[config.mk]
export PLATFORM = sky130hd
export DESIGN_NAME = sudoku_grid_loader
export DESIGN_NICKNAME = d
export VERILOG_FILES = /design/src/rtl/sudoku_grid_loader.sv
export SDC_FILE = /design/constraint.sdc
export NUM_CORES = 1
export LEC_CHECK = 0
export CORE_MARGIN = 1.5
export CORE_UTILIZATION = 40
export CTS_BUF_LIST = sky130_fd_sc_hd__clkbuf_4
export CTS_CLUSTER_DIAMETER = 100
export CTS_CLUSTER_SIZE = 10
export DETAILED_ROUTE_END_ITERATION = 12
export PLACE_DENSITY = 0.62
export SLEW_MARGIN = 5
export SYNTH_ARGS = -nofsm -noshare
export SYNTH_HDL_FRONTEND = slang
export SYNTH_SLANG_ARGS = --single-unit
[constraint.sdc]
create_clock -name i_Clk -period 3.1 [get_ports i_Clk]
set_input_delay 0.93 -clock i_Clk [delete_from_list [all_inputs] [get_ports i_Clk]]
set_output_delay 0.93 -clock i_Clk [all_outputs]
set_load 0.02 [all_outputs]
[src/rtl/sudoku_grid_loader.sv]
// Streams 81 raster-order digits into a box-organised one-hot candidate grid.
// Optional build macro GRID_LOADER_ASCII_EN selects 8-bit ASCII digit input.
module sudoku_grid_loader #(
    parameter int                CELL_W     = 9,
    parameter logic [CELL_W-1:0] EMPTY_MASK = '0
) (
    input  logic                                i_Clk,
    input  logic                                i_Rst_n,
    input  logic                                i_Start,
    input  logic                                i_Valid,
`ifdef GRID_LOADER_ASCII_EN
    input  logic [7:0]                          i_Digit,
`else
    input  logic [3:0]                          i_Digit,
`endif
    output logic                                o_Ready,
    output logic [2:0][2:0][8:0][CELL_W-1:0]    o_Grid,
    output logic                                o_Grid_Valid,
    input  logic                                i_Ack,
    output logic [6:0]                          o_Count,
    output logic                                o_Err
);

    if (CELL_W != 9) begin : g_bad_cell_w
        $error("sudoku_grid_loader: CELL_W must be 9");
    end

    typedef enum logic [1:0] {
        S_IDLE,
        S_LOAD,
        S_DONE
    } state_t;

    localparam logic [CELL_W-1:0] ONE_MASK = {{(CELL_W-1){1'b0}}, 1'b1};

    state_t            r_state;
    state_t            w_state_next;
    logic [1:0]        r_row_sub;
    logic [1:0]        r_row_box;
    logic [1:0]        r_col_sub;
    logic [1:0]        r_col_box;
    logic [6:0]        r_count;
    logic              r_err;
    logic              w_accept;
    logic [3:0]        w_cell;
    logic [CELL_W-1:0] w_mask;
    logic              w_illegal;

    always_ff @(posedge i_Clk or negedge i_Rst_n) begin
        if (!i_Rst_n) begin
            r_state <= S_IDLE;
        end else begin
            r_state <= w_state_next;
        end
    end

    always_comb begin
        w_state_next = r_state;
        if (i_Start) begin
            w_state_next = S_LOAD;
        end else begin
            case (r_state)
                S_LOAD:  if (i_Valid && r_count == 7'd80) w_state_next = S_DONE;
                S_DONE:  if (i_Ack) w_state_next = S_IDLE;
                default: w_state_next = r_state;
            endcase
        end
    end

    // A restart pulse wins over a digit arriving in the same cycle.
    assign w_accept = (r_state == S_LOAD) && i_Valid && !i_Start;

    always_comb begin
        w_mask    = EMPTY_MASK;
        w_illegal = 1'b0;
`ifdef GRID_LOADER_ASCII_EN
        if (i_Digit >= 8'h31 && i_Digit <= 8'h39) begin
            w_mask = ONE_MASK << (i_Digit - 8'h31);
        end else if (i_Digit != 8'h30 && i_Digit != 8'h2E) begin
            w_illegal = 1'b1;
        end
`else
        if (i_Digit >= 4'd1 && i_Digit <= 4'd9) begin
            w_mask = ONE_MASK << (i_Digit - 4'd1);
        end else if (i_Digit != 4'd0) begin
            w_illegal = 1'b1;
        end
`endif
    end

    // Cell within a box is 3*row_sub + col_sub, built from shifts and adds.
    assign w_cell = 4'({r_row_sub, 1'b0}) + 4'(r_row_sub) + 4'(r_col_sub);

    always_ff @(posedge i_Clk or negedge i_Rst_n) begin
        if (!i_Rst_n) begin
            r_row_sub <= 2'd0;
            r_row_box <= 2'd0;
            r_col_sub <= 2'd0;
            r_col_box <= 2'd0;
            r_count   <= 7'd0;
            r_err     <= 1'b0;
        end else if (i_Start) begin
            r_row_sub <= 2'd0;
            r_row_box <= 2'd0;
            r_col_sub <= 2'd0;
            r_col_box <= 2'd0;
            r_count   <= 7'd0;
            r_err     <= 1'b0;
        end else if (w_accept) begin
            r_count <= r_count + 7'd1;
            r_err   <= r_err | w_illegal;
            if (r_col_sub != 2'd2) begin
                r_col_sub <= r_col_sub + 2'd1;
            end else begin
                r_col_sub <= 2'd0;
                if (r_col_box != 2'd2) begin
                    r_col_box <= r_col_box + 2'd1;
                end else begin
                    r_col_box <= 2'd0;
                    if (r_row_sub != 2'd2) begin
                        r_row_sub <= r_row_sub + 2'd1;
                    end else begin
                        r_row_sub <= 2'd0;
                        r_row_box <= (r_row_box == 2'd2) ? 2'd0 : r_row_box + 2'd1;
                    end
                end
            end
        end
    end

    genvar gi, gj, gk;
    for (gi = 0; gi < 3; gi++) begin : g_box_row
        for (gj = 0; gj < 3; gj++) begin : g_box_col
            for (gk = 0; gk < 9; gk++) begin : g_cell
                logic [CELL_W-1:0] r_cell;
                always_ff @(posedge i_Clk or negedge i_Rst_n) begin
                    if (!i_Rst_n) begin
                        r_cell <= '0;
                    end else if (i_Start) begin
                        r_cell <= EMPTY_MASK;
                    end else if (w_accept && r_row_box == 2'(gi) &&
                                 r_col_box == 2'(gj) && w_cell == 4'(gk)) begin
                        r_cell <= w_mask;
                    end
                end
                assign o_Grid[gi][gj][gk] = r_cell;
            end
        end
    end

    assign o_Ready      = (r_state == S_LOAD);
    assign o_Grid_Valid = (r_state == S_DONE);
    assign o_Count      = r_count;
    assign o_Err        = r_err;

endmodule
; After elaboration in Yosys (flattened, before gate mapping)
; Index checks and enable logic that the tools add are counted.
[word_totals]
reg_bits = 747
inputBits = 9
out_inout_bits = 739
word_cells = 503
[classes]
add_sub_neg = 8
n_lt_le_gt_ge = 2
eq_ne = 23
shifts = 1
n_mux = 191
n_bitwise = 1
reduce_logical = 189
[ops]
columns = op, count
row1 = 2-to-1 mux 9 bit, 163
row2 = nonzero test 2 bit, 82
row3 = logical AND 1 bit, 97
row4 = 2-to-1 mux 2 bit, 21
row5 = "== test 4 x 3 -> 1 bit, second input constant", 4
row6 = 2-to-1 mux 7 bit, 2
row7 = "!= test 2 bit, second input constant", 6
row8 = "left shift 1 x 4 -> 9 bit, first input constant", 1
row9 = "adder 2 x 1 -> 2 bit, second input constant", 4
row10 = "== test 4 x 2 -> 1 bit, second input constant", 2
row11 = "adder 7 x 1 -> 7 bit, second input constant", 1
row12 = "== test 7 bit, second input constant", 1
row13 = "== test 2 x 1 -> 1 bit, second input constant", 3
row14 = "== test 2 bit, second input constant", 3
row15 = "!= test 3 x 2 -> 1 bit, second input constant", 2
row16 = AND reduction 3 bit, 2
row17 = adder 3 x 2 -> 4 bit, 1
row18 = adder 4 x 2 -> 4 bit, 1
row19 = "== test 4 x 1 -> 1 bit, second input constant", 1
row20 = "== test 4 bit, second input constant", 1
row21 = "greater-or-equal comparator 4 x 1 -> 1 bit, second input constant", 1
row22 = "<= comparator 4 bit, second input constant", 1
row23 = zero test 2 bit, 2
row24 = zero test 4 bit, 1
row25 = other kinds (9), 12

; Logic depth before layout (Yosys ltp)
; Gate-level depths: netlist of the first run.
[depth]
depth_word = 8
ltp_mapped = 9
ltp_nobuf = 6

; Worst setup path after synthesis of the first run
; OpenSTA, ideal clock, no wires.
[synth_timing]
kind = register -> register
startpoint = register r_row_sub[0]
endpoint = register g_box_row[2].g_box_col[1].g_cell[5].r_cell[0]
setup_time_ps = 137
arrival_ps = 2624
required_ps = 2963
slack_ps = 339
stages_incl_launch_ff = 10
n_path_buf = 3
period_less_slack_ps = 2761
cell_sequence = dfrtp_1 -> fa_1 -> ha_1 -> fa_1 -> buf_4 -> nor4bb_1 -> buf_2 -> nand4_1 -> buf_2 -> mux2i_1
[synth_via]
elab_chain_len = 5
[synth_rtl]
columns = item, line_no
row1 = from (decl), 38  ; logic [1:0] r_row_sub;
row2 = from (signal assigned), 121  ; r_row_sub <= r_row_sub + 2'd1;
row3 = adder 3 x 2 -> 4 bit, 92  ; assign w_cell = 4'({r_row_sub, 1'b0}) + 4'(r_row_sub) + 4'(r_col_sub);
row4 = adder 4 x 2 -> 4 bit, 92
row5 = == test 4 x 3 -> 1 bit, 142  ; r_col_box == 2'(gj) && w_cell == 4'(gk)) begin
row6 = logical AND 1 bit, 142
row7 = nonzero test 2 bit (no source line), --
row8 = to (signal assigned), 143  ; r_cell <= w_mask;
row9 = to (decl), 135  ; logic [CELL_W-1:0] r_cell;
; Every way passes these cells.
; A chain may end at the register's enable or synchronous reset.

; Worst setup path in the final report of the first run
[layout_timing]
startpoint = register r_row_sub[0]
endpoint = register g_box_row[2].g_box_col[1].g_cell[3].r_cell[8]
[layout_via]
elab_chain_len = 5
[layout_rtl]
columns = item, line_no
row1 = adder 3 x 2 -> 4 bit, 92
row2 = adder 4 x 2 -> 4 bit, 92
row3 = == test 4 x 2 -> 1 bit, 142
row4 = logical AND 1 bit, 142
row5 = nonzero test 2 bit (no source line), --
row6 = to (signal assigned), 143
row7 = to (decl), 135
; Every way passes these cells.

==> results of run 1 <==
-- sequential cells by signal (all words and copies together), names as in the netlist --
name                               cells
r_state                                2
r_row_sub                              2
r_col_box                              2
r_row_box                              2
g_box_row.g_box_col.g_cell.r_cell    729
o_Count                                7
o_Err                                  1
r_col_sub                              2
-- cells by family after synthesis --
| logic type | count (synthesis) | share of synthesized area, % |
|---|---|---|
| flops | 747 | 56.5 |
| xor+xnor | 1 | 0.0265 |
| simple gates | 883 | 16.9 |
| buf+inv | 279 | 3.65 |
| compound gates | 24 | 0.423 |
| fa+ha+maj | 9 | 0.386 |
| mux | 731 | 22.1 |
-- through the flow --
stage	total power, mW	cell area (um^2)	util (%)	std cells	hold slack (ns)
after floorplan	10.3	33100	-	2674	0.546
after global placement	10.8	42700	52.0	4395	0.493
after detailed placement	10.8	42700	52.0	4395	0.489
after CTS	15.4	43400	52.9	4491	0.364
after global routing	15.9	43500	53.0	4495	0.429
final	15.2	43500	53.0	4495	0.476
-- layout make-up --
| cell class | instances | area [um^2] |
|---|---|---|
| sequential | 747 | 18700 |
| timing repair buffer | 927 | 9340 |
| multi-input combinational | 1648 | 13400 |
| clock inverter | 9 | 80.1 |
| clock buffer | 86 | 646 |
| inverter | 6 | 22.5 |
| antenna | 2 | 5.00 |
| tap | 1070 | 1340 |
| fill | 7089 | 38500 |
-- metal layers --
metal,up-vias,global-route usage (%),routed length [um]
li1,10400,-,-
met1,12100,33.5,47100
met2,781,44.1,54800
met3,232,7.17,8310
met4,2,12.8,5650
met5,-,0,13
-- synthesized netlist by cell type, drive strengths merged --
cell type	number
nand3b	3
or4	2
nand2b	731
mux2i	729
and4b	1
nand4b	1
a21oi	13
nor4	1
ha	7
nor2	9
clkbuf	160
o21a	1
mux2	2
a21o	1
nor3	2
xnor2	1
o21ai	4
or3	1
and3b	2
buf	113
fa	2
nand3	5
nand2	14
a31o	2
and4bb	1
nor2b	11
nand4	88
dfrtp	747
o31ai	3
inv	6
nor4bb	3
nor4b	5
nor3b	3
-- final timing paths --
path | cells past startpoint | end | slack, ns | startpoint
worst min-delay path | 2 | o_Count[2] | 0.48 | i_Start
worst min register to register | 2 | o_Err | 0.51 | o_Err
min in group asynchronous | 2 | g_box_row[0].g_box_col[1].g_cell[1].r_cell[1] | 0.65 | i_Rst_n
worst max register to register | 9 | g_box_row[2].g_box_col[1].g_cell[3].r_cell[8] | 0.05 | r_row_sub[0]
max in group asynchronous | 3 | g_box_row[2].g_box_col[2].g_cell[4].r_cell[0] | 1.46 | i_Rst_n
worst max-delay path | 9 | g_box_row[2].g_box_col[1].g_cell[3].r_cell[8] | 0.05 | r_row_sub[0]
-- repair_timing --
action,in CTS,in global routing
hold buffers,1,0
gates cloned,0,1
pin swaps,0,2
setup endpoints to repair,7,420
resized for setup,6,23
hold endpoints to repair,42,0
setup buffers,0,1
-- report_power, final --
part           switching (mW)  internal [mW]  leakage (nW)
Combinational           0.530          0.287          11.9
Sequential            0.00731           9.75          10.4
Clock                    3.27           1.38         0.425
==> summary.md, run 1 <==
| Metric | Value |
|---|---|
| Status | finished clean |
| Commonest non-fill, non-tap cell in the layout | dfrtp_1 |
| Worst slack at placement | 0.0125 ns |
| Cell family with most CP delay | adder cells |
| Mapped cell area | 33100 um^2 |
| Max FO, Critical Path | 5 |
| #FFs+latches synth | 747 |
| Yosys synthesis warning count | 0 |
| Synth top area share | 56.5% |
| Reg clk slew, reported paths | 0.11 ns |
| Vias in the first global route | 25200 |
| Worst endpoint required time | 3.84 ns |
| Post-Syn Area per Cell | 12.4 um^2 |
| Unrepaired setup endpoints after global routing | true |
| I/O Buffers | 747 |
| Clock Root Buffer | clkbuf_4 |
| Rows | 105 |
| Die X | 291 um |
| Routed vias | 23500 |
| DRT Wirelength | 116000 um |
| Synth cell types | 39 |
| Ports | 748 |
| CP max stage delay | 0.54 ns |
| TritonRoute pass-1 iters | 5 |
| Setup ws final | 0.0512 ns |
| Initial core utilization | 40.4% |
| CTS buffer count | 85 |
| CTS tree | yes |
| Initial antenna violation count | 2 |
| Global route overflow | 0 |
| Setup_tns | 0 ns |
| Nets | 3433 |
| Worst path cell trace | fa_1, ha_1, fa_2, buf_6, nor4bb_4, buf_6, nand4_1, buf_2, mux2i_1 |
| PwrDens | 350 nW/um^2 |
| Worst VDD drop | 0.272 mV |
| CP Data Arrival Time | 3.79 ns |
| Layout Skew | 0.0625 ns |
| Tcrit/Tclk final | 98.3% |
| Final min period | 3.05 ns |
| Most used cell, CP | buf_6 |
| Synth area leader | dfrtp_1 |
| Crit Path Class | reg2reg |
| Setup crit end kind | register |
| Crit path buffers/inverters | 3 |
| Max-slew headroom | 36.0% |
| Most frequent cells in the layout | dfrtp_1 (745), clkdlybuf4s50_1 (739), nand2b_1 (731), mux2i_1 (727), buf_4 (125) |
| Critical path's slowest cell | fa_1 |
| Drt drc | 0 |
| Final Hold Fails | 0 |
| DRT antenna net count | 0 |
| Final setup fails | 0 |
| Pleak | 22.8 nW |
| Pin count of the biggest net entering global routing | 214 |
| Slew Limit Fails | 0 |
| Die area | 84500 um^2 |
| Layout cells sized above 1 | 9.06% |
| CTS Sinks | 747 |
| Total GRT Usage | 27.1% |
| Sequential share of the synthesized area | 56.5% |
| Vias/cell | 5.23 |
| Die height | 291 um |
| Hold Crit Class | in2reg |
| CP Launch Type | register |
| Drt wl/cell | 25.8 um |
| GPL Wtd Cong | 0.859 |
| Area Overhead vs Synth | 31.4% |
| CTS Buffer Depth | 3 |
| Synth top area cells | dfrtp_1 (56%), mux2i_1 (22%), nand2b_1 (14%), clkbuf_1 (1.8%), nand4_1 (1.7%) |
| First-pass GRT wire length | 171000 um |
| Core Footprint | 82000 um^2 |
| Syn Inst Count | 2674 |
| HPWL after DPL | 77500 um |
| Initial detailed-routing violation count | 1380 |
| Post-Synthesis Net Count | 2692 |
| Clk_lat worst skew | 0.93 ns |
| Max cap viols | 0 |
| Worst Tran Pin Value | 0.958 ns |
| Htree depth | 3 |
| Maximum clock frequency | 328 MHz |
No activity file was read; power rests on OpenSTA's default activity.
==> inputs of run 2 (changes only) <==
Settings changed: CORE_MARGIN 1.5 to not set.
==> run 2 against run 1 <==
Sequential cell count unchanged; register-to-register slack improved by 0.07 ns; clock skew decreased by 0.010 ns; sequential share of layout area is 0.061 points lower; setup slack better by 0.072 ns; largest cell class unchanged; sequential power hardly changed; largest power group unchanged; utilization up 0.072 points; highest routed layer unchanged; combinational power is essentially flat.
==> summary.md, run 2 (synthesis gave the netlist of run 1 again) <==
| Metric | Value |
|---|---|
| Vias/cell | 5.19 (-0.82%) |
| Setup crit end kind | register |
| Met1 Track Usage GR | 33.1% (-0.43 points) |
| CP Data Arrival Time | 3.72 ns (-0.07 ns) |
| Crit Path Class | reg2reg |
| Layout Skew | 0.0525 ns (-0.0100 ns) |
| Status | finished clean |
| Worst slack at placement | 0.0473 ns (+0.0347 ns) |
| First-pass GRT wire length | 166000 um (-2.8%) |
| Area Overhead vs Synth | 31.5% |
| TritonRoute pass-1 iters | 5 (unchanged) |
| Clock Root Buffer | clkbuf_4 |
| GPL Wtd Cong | 0.837 (-2.6%) |
| Worst VDD drop | 0.215 mV (-21%) |
| Ports | 748 (unchanged) |
| Reg clk slew, reported paths | 0.12 ns (about the same) |
| Final hold slack | 0.491 ns (+0.0147 ns) |
| Most frequent cells in the layout | dfrtp_1 (746), clkdlybuf4s50_1 (739), nand2b_1 (731), mux2i_1 (729), buf_4 (155) |
| Final Hold Fails | 0 (unchanged) |
| FF-to-FF setup slack | 0.12 ns (+0.07 ns) |
| Layout cells sized above 1 | 9.32% (+0.26 points) |
| CTS tree | yes |
| Maximum clock frequency | 336 MHz (+2.4%) |
| Hold_sp | i_Start |
| Clk_lat worst skew | 0.90 ns (-0.03 ns) |
| I/O Buffers | 747 (unchanged) |
| Drt wl/cell | 25.4 um (-1.5%) |
| Die height | 290 um (-0.34%) |
| Hold path depth | 2 (unchanged) |
| Fill count | 7169 (+1.1%) |
| Met2 Track Usage GR | 44.7% (+0.57 points) |
| Hold Crit Class | in2reg |
| Htree depth | 3 (unchanged) |
| R2r endpoint | g_box_row[2].g_box_col[1].g_cell[3].r_cell[1] |
| CTS Sinks | 747 (unchanged) |
| Commonest non-fill, non-tap cell in the layout | dfrtp_1 |
| Busiest grt layer | met2 |
| Pleak | 22.8 nW (+0.32%) |
| Reg with most FFs | g_box_row.g_box_col.g_cell.r_cell |
| Worst Tran Pin Value | 1.02 ns (+0.0635 ns) |
| Routed vias | 23400 (-0.45%) |
| Total GRT Usage | 26.7% (-0.42 points) |
| Setup_tns | 0 ns (unchanged) |
| CP Launch Type | register |
| Worst endpoint required time | 3.84 ns (about the same) |
| Vias in the first global route | 24500 (-2.9%) |
| Core Footprint | 82000 um^2 (unchanged) |
| Initial core utilization | 40.4% (unchanged) |
| HPWL after DPL | 78400 um (+1.1%) |
| Initial detailed-routing violation count | 1444 (+4.6%) |
| Setup ws final | 0.123 ns (+0.0718 ns) |
| Max FO, Critical Path | 5 (unchanged) |
| Hold EP | r_row_box[0] |
| M3 GR Usage | 7.03% (-0.14 points) |
| Initial antenna violation count | 4 (+2) |
| CTS buffer count | 84 (-1.2%) |
| CTS Buffer Depth | 3 (unchanged) |
| Nets | 3447 (+0.41%) |
| Slew Limit Fails | 0 (unchanged) |
| Pin count of the biggest net entering global routing | 254 (+19%) |
| Drt drc | 0 (unchanged) |
| Die X | 290 um (-0.34%) |
| PwrDens | 353 nW/um^2 (+0.82%) |
| Reg2Reg Depth | 9 (unchanged) |
| Rows | 105 (unchanged) |
| Reg-to-reg startpoint | r_row_sub[0] |
| Unrepaired setup endpoints after global routing | true |
| Final setup fails | 0 (unchanged) |
| Final min period | 2.98 ns (-0.0718 ns) |
| Global route overflow | 0 (unchanged) |
| Max-slew headroom | 31.9% (-4.1 points) |
| Die area | 83900 um^2 (-0.69%) |
| Max reg flops | 729 (unchanged) |
| Max cap viols | 0 (unchanged) |
| DRT antenna net count | 0 (unchanged) |
| DRT Wirelength | 115000 um (-1.1%) |
| Tcrit/Tclk final | 96.0% (-2.3 points) |
run 2: changes by cell type in the layout (fill, tap and decap cells not counted), moves of 4 or more:
| cell | before | now |
|---|---|---|
| buf_12 | 35 | 31 |
| buf_4 | 125 | 155 |
| buf_6 | 18 | 8 |
| clkinvlp_4 | 4 | 0 |
| diode_2 | 2 | 7 |
run 2: layout make-up:
type / count / area [um^2] / share of cell area, %
Clock buffer: 87 / 653 / 1.50
Sequential cell: 747 / 18700 / 42.9
Timing Repair Buffer: 942 / 9370 / 21.5
Multi-Input combinational cell: 1648 / 13300 / 30.7
Tap cell: 1070 / 1340 / 3.07
Clock inverter: 5 / 97.6 / 0.224
Inverter: 6 / 22.5 / 0.0517
Antenna cell: 7 / 17.5 / 0.0402
run 2: report_power, final:
part	switching, mW	internal, mW	leakage [nW]
registers	0.00719	9.75	10.4
logic	0.525	0.287	12.0
clock network	3.26	1.54	0.449
total	3.79	11.6	22.8
run 2: routing by layer:
layer	share of wire [%]	up-vias
met3	6.7	194
li1	-	10400
met5	0.011	-
met1	41	12100
met2	49	698
met4	3.7	2
run 2: how the worst max path moves through the flow:
stage                       startpoint                                            end  slack [ns]  cells after the start
after floorplan           r_row_sub[0]  g_box_row[2].g_box_col[1].g_cell[5].r_cell[0]        0.34                      9
after detailed placement  r_row_sub[0]  g_box_row[2].g_box_col[2].g_cell[3].r_cell[3]        0.05                      9
final                     r_row_sub[0]  g_box_row[2].g_box_col[1].g_cell[3].r_cell[1]        0.12                      9
after global routing      r_row_sub[0]  g_box_row[2].g_box_col[1].g_cell[3].r_cell[8]       -0.02                      9
after global placement    r_row_sub[0]  g_box_row[1].g_box_col[0].g_cell[0].r_cell[6]        0.07                      9
after CTS                 r_row_sub[0]  g_box_row[2].g_box_col[2].g_cell[0].r_cell[3]       0.006                      9
run 2: repair_timing:
item	in CTS	in global routing
hold endpoints to repair	39	0
hold buffers	1	0
pin swaps	1	1
resized for setup	6	12
gates cloned	0	1
endpoints found under the setup margin	8	279
buffers inserted	0	1
run 2: worst max-delay path, cell delays in order, from the launching register on:
cell,delay (ns)
dfrtp_2,0.44
fa_1,0.56
ha_2,0.18
fa_2,0.47
buf_6,0.17
nor4bb_4,0.34
buf_6,0.18
nand4_1,0.17
buf_4,0.22
mux2i_1,0.12
run 2: metrics by stage:
stage	power (mW)	std cells	area, um^2	utilization [%]
floorplan	10.3	2674	33100	-
global placement	10.8	4410	42700	52.1
detailed placement	10.8	4410	42700	52.1
CTS	15.6	4503	43500	53.0
global route	16.0	4509	43500	53.1
finish	15.4	4512	43500	53.1
==> inputs of run 3 (changes only) <==
Settings changed: ABC_AREA set to 1, CORE_AREA set to 2 2 289 291, CORE_UTILIZATION 40 to not set, DIE_AREA set to 0 0 291 293, PLACE_DENSITY 0.62 to 0.59.
==> run 3 against run 2 <==
Count of clock-buffer cells in the layout is 1 higher; design area is 4.8% lower; via count is 18% higher; setup slack worse by 0.027 ns.
==> summary.md, run 3 <==
| Metric | Value |
|---|---|
| Mapped cell area | 30600 um^2 (-7.5%) |
| Met1 Track Usage GR | 37.5% (+4.4 points) |
| CTS tree | yes |
| Htree depth | 3 (unchanged) |
| CP Launch Type | register |
| CTS Sinks | 747 (unchanged) |
| Max-slew headroom | 54.9% (+23 points) |
| Logic gate share of total power | 12.5% (+7.2 points) |
| Commonest non-fill, non-tap cell in the layout | nand2_1 |
| Reg power frac | 59.7% (-3.8 points) |
| DP Cell Count | 5082 (+15%) |
| Switching pwr | 4.89 mW (+29%) |
| Synth top area share | 61.0% (+4.6 points) |
| Fill count | 7676 (+7.1%) |
| Reg clk slew, reported paths | 0.13 ns (about the same) |
| CP Data Arrival Time | 3.80 ns (+0.08 ns) |
| Reg-to-reg startpoint | r_row_sub[0] |
| Maximum clock frequency | 333 MHz (-0.91%) |
| Most frequent cell after synthesis | nand2_1 |
| Worst VDD drop | 0.269 mV (+25%) |
| Final setup fails | 0 (unchanged) |
| Rows | 105 (unchanged) |
| Post-Synthesis Net Count | 3339 (+24%) |
| Post-Syn Area per Cell | 9.22 um^2 (-26%) |
| Vias in the first global route | 26100 (+6.5%) |
| Met2 Track Usage GR | 44.4% (-0.27 points) |
| Nets | 4121 (+20%) |
| Die height | 293 um (+1.1%) |
| Core Footprint | 81800 um^2 (-0.16%) |
| Post-route insts no fill | 5188 (+15%) |
| Initial core utilization | 37.4% (-3.0 points) |
| Total GRT Usage | 27.9% (+1.3 points) |
| Setup crit end kind | register |
| Setup ws final | 0.0956 ns (-0.0273 ns) |
| Final min period | 3.00 ns (+0.0273 ns) |
| Commonest cells post-synth | nand2_1 (1217), nand3_1 (796), dfrtp_1 (747) |
| Routed vias | 27500 (+18%) |
| I/O Buffers | 747 (unchanged) |
| Yosys synthesis warning count | 0 (unchanged) |
| Worst path cell trace | fa_1, ha_1, fa_1, nand2_2, nor2_2, buf_4, nand3_1, buf_6, nand2_2, nand2_1, nand2_1 |
| Final Hold Fails | 0 (unchanged) |
| Drt drc | 0 (unchanged) |
| Initial detailed-routing violation count | 2514 (+74%) |
| CTS Buffer Depth | 3 (unchanged) |
| Unrepaired setup endpoints after global routing | true |
| Sequential share of the synthesized area | 61.0% (+4.6 points) |
| Reg with most FFs | g_box_row.g_box_col.g_cell.r_cell |
| Hold Crit Class | reg2reg |
| Setup_tns | 0 ns (unchanged) |
| Die area | 85300 um^2 (+1.6%) |
| CP max stage delay | 0.52 ns (-0.04 ns) |
| Layout cells sized above 1 | 9.59% (+0.27 points) |
| Worst endpoint required time | 3.90 ns (+0.06 ns) |
| Tcrit/Tclk final | 96.9% (+0.88 points) |
| Syn Inst Count | 3321 (+24%) |
| Area of the multi-input gates | 11000 um^2 (-18%) |
| Initial antenna violation count | 5 (+1) |
| Synth cell types | 33 (-15%) |
| Busiest grt layer | met2 |
| Synth area leader | dfrtp_1 |
| Status | finished clean |
| Clock Power Share | 27.8% (-3.4 points) |
| Critical path origin | r_row_sub[0] |
| Area Overhead vs Synth | 35.4% |
| Number of enable flip-flop cells after synthesis | 0 (unchanged) |
| Storage element area | 18700 um^2 (about the same) |
| Critical path's slowest cell | fa_1 |
| Max reg flops | 729 (unchanged) |
| Core Util, Final | 50.7% (-2.5 points) |
| Ports | 748 (unchanged) |
| M3 GR Usage | 6.54% (-0.50 points) |
| First-pass GRT wire length | 180000 um (+8.1%) |
| Max FO, Critical Path | 13 (+8) |
| Commonest register cell after synthesis | dfrtp_1 |
| Crit Path Class | reg2reg |
| Clock Root Buffer | clkbuf_4 |
| GPL Wtd Cong | 0.846 (+1.2%) |
| Synth top area cells | dfrtp_1 (61%), nand2_1 (15%), nand3_1 (13%), o21ai_0 (1.7%), nand4_4 (1.5%) |
| HPWL after DPL | 82600 um (+5.4%) |
| CTS buffer count | 85 (+1.2%) |
| Global route overflow | 0 (unchanged) |
| Clk_lat worst skew | 0.93 ns (+0.03 ns) |
| DRT antenna net count | 0 (unchanged) |
| Pleak | 20.4 nW (-11%) |
| TritonRoute pass-1 iters | 8 (+3) |
| Slew Limit Fails | 0 (unchanged) |
| DRT Wirelength | 122000 um (+6.6%) |
| Switching share of power | 29.1% (+4.5 points) |
| PwrDens | 405 nW/um^2 (+15%) |
| Vias/cell | 5.30 (+2.2%) |
| Layout Skew | 0.102 ns (+0.0496 ns) |
| P_int | 11.9 mW (+2.9%) |
| Drt wl/cell | 23.5 um (-7.3%) |
| Max cap viols | 0 (unchanged) |
| Pin count of the biggest net entering global routing | 132 (-48%) |
| Most frequent cells in the layout | nand2_1 (1190), nand3_1 (795), dfrtp_1 (745), clkdlybuf4s50_1 (735), buf_4 (114) |
| Worst Tran Pin Value | 0.675 ns (-0.347 ns) |
| Die X | 291 um (+0.46%) |
| Worst slack at placement | 0.106 ns (+0.0582 ns) |
| Post-synth ARST share | 100% (unchanged) |
| #FFs+latches synth | 747 (unchanged) |
| Hold_sp | g_box_row[1].g_box_col[2].g_cell[5].r_cell[5] |
## run 3: final timing paths
| path | to | slack (ns) | cells after the start |
|---|---|---|---|
| worst max register to register | g_box_row[0].g_box_col[0].g_cell[7].r_cell[6] | 0.1 | 11 |
| worst max-delay path | g_box_row[0].g_box_col[0].g_cell[7].r_cell[6] | 0.1 | 11 |
| min in group asynchronous | g_box_row[2].g_box_col[1].g_cell[7].r_cell[2] | 0.55 | 2 |
| max in group asynchronous | g_box_row[0].g_box_col[0].g_cell[8].r_cell[0] | 1.55 | 4 |
| worst min-delay path | g_box_row[1].g_box_col[2].g_cell[5].r_cell[5] | 0.52 | 2 |
| worst min register to register | g_box_row[1].g_box_col[2].g_cell[5].r_cell[5] | 0.52 | 2 |
## run 3: logic make-up after synthesis
family	count (synthesis)	share of synthesized area [%]
adders and majority gates	9	0.417
and+or+nand+nor	2114	31.6
DFF	747	61.0
AOI/OAI and AO/OA	183	3.01
buffers and inverters	268	3.90
## run 3: what timing repair did
item,CTS,global route
endpoints found under the hold margin,40,0
setup buffers,0,1
hold buffers,1,0
gates resized for setup,9,47
endpoints found under the setup margin,9,217
pin swaps,0,2
gates cloned,0,2
## run 3: layer usage
layer / share of wire [%] / vias up
met5: 0.027 / -
met1: 42 / 13700
met4: 3.8 / 4
met2: 47 / 1108
met3: 7.7 / 217
li1: - / 12500
## run 3: area by class of cell
cell class | count | area share, %
Inverter | 35 | 0.335
Clock inverter | 6 | 0.115
Antenna cell | 8 | 0.0483
Tap cell | 1070 | 3.23
Multi-Input combinational cell | 2308 | 26.5
Timing Repair Buffer | 926 | 23.1
Sequential cell | 747 | 45.1
Clock buffer | 88 | 1.59
## run 3: power groups by stage
stage	combinational (mW)	sequential [mW]	clock (mW)
after floorplan	0.737	10.4	0
after global placement	2.07	10.2	0
after detailed placement	2.08	10.2	0
after CTS	2.08	10.0	4.83
after global routing	2.26	10.1	5.20
final	2.10	10.0	4.66
## run 3: stage by stage
step / instance area, um^2 / hold slack, ns / total power [mW]
detailed placement: 40500 / 0.493 / 12.3
CTS: 41200 / 0.455 / 16.9
global placement: 40500 / 0.492 / 12.3
global route: 41500 / 0.512 / 17.5
finish: 41500 / 0.518 / 16.8
floorplan: 30600 / 0.495 / 11.1
## run 3: critical path, delay by kind of cell (launching register included)
| family | cells | cell delay [ns] |
|---|---|---|
| adder cells (fa/ha/maj) | 3 | 1.22 |
| AND/OR/NAND/NOR | 6 | 0.74 |
| flip-flops | 1 | 0.46 |
| buffers and inverters | 2 | 0.42 |
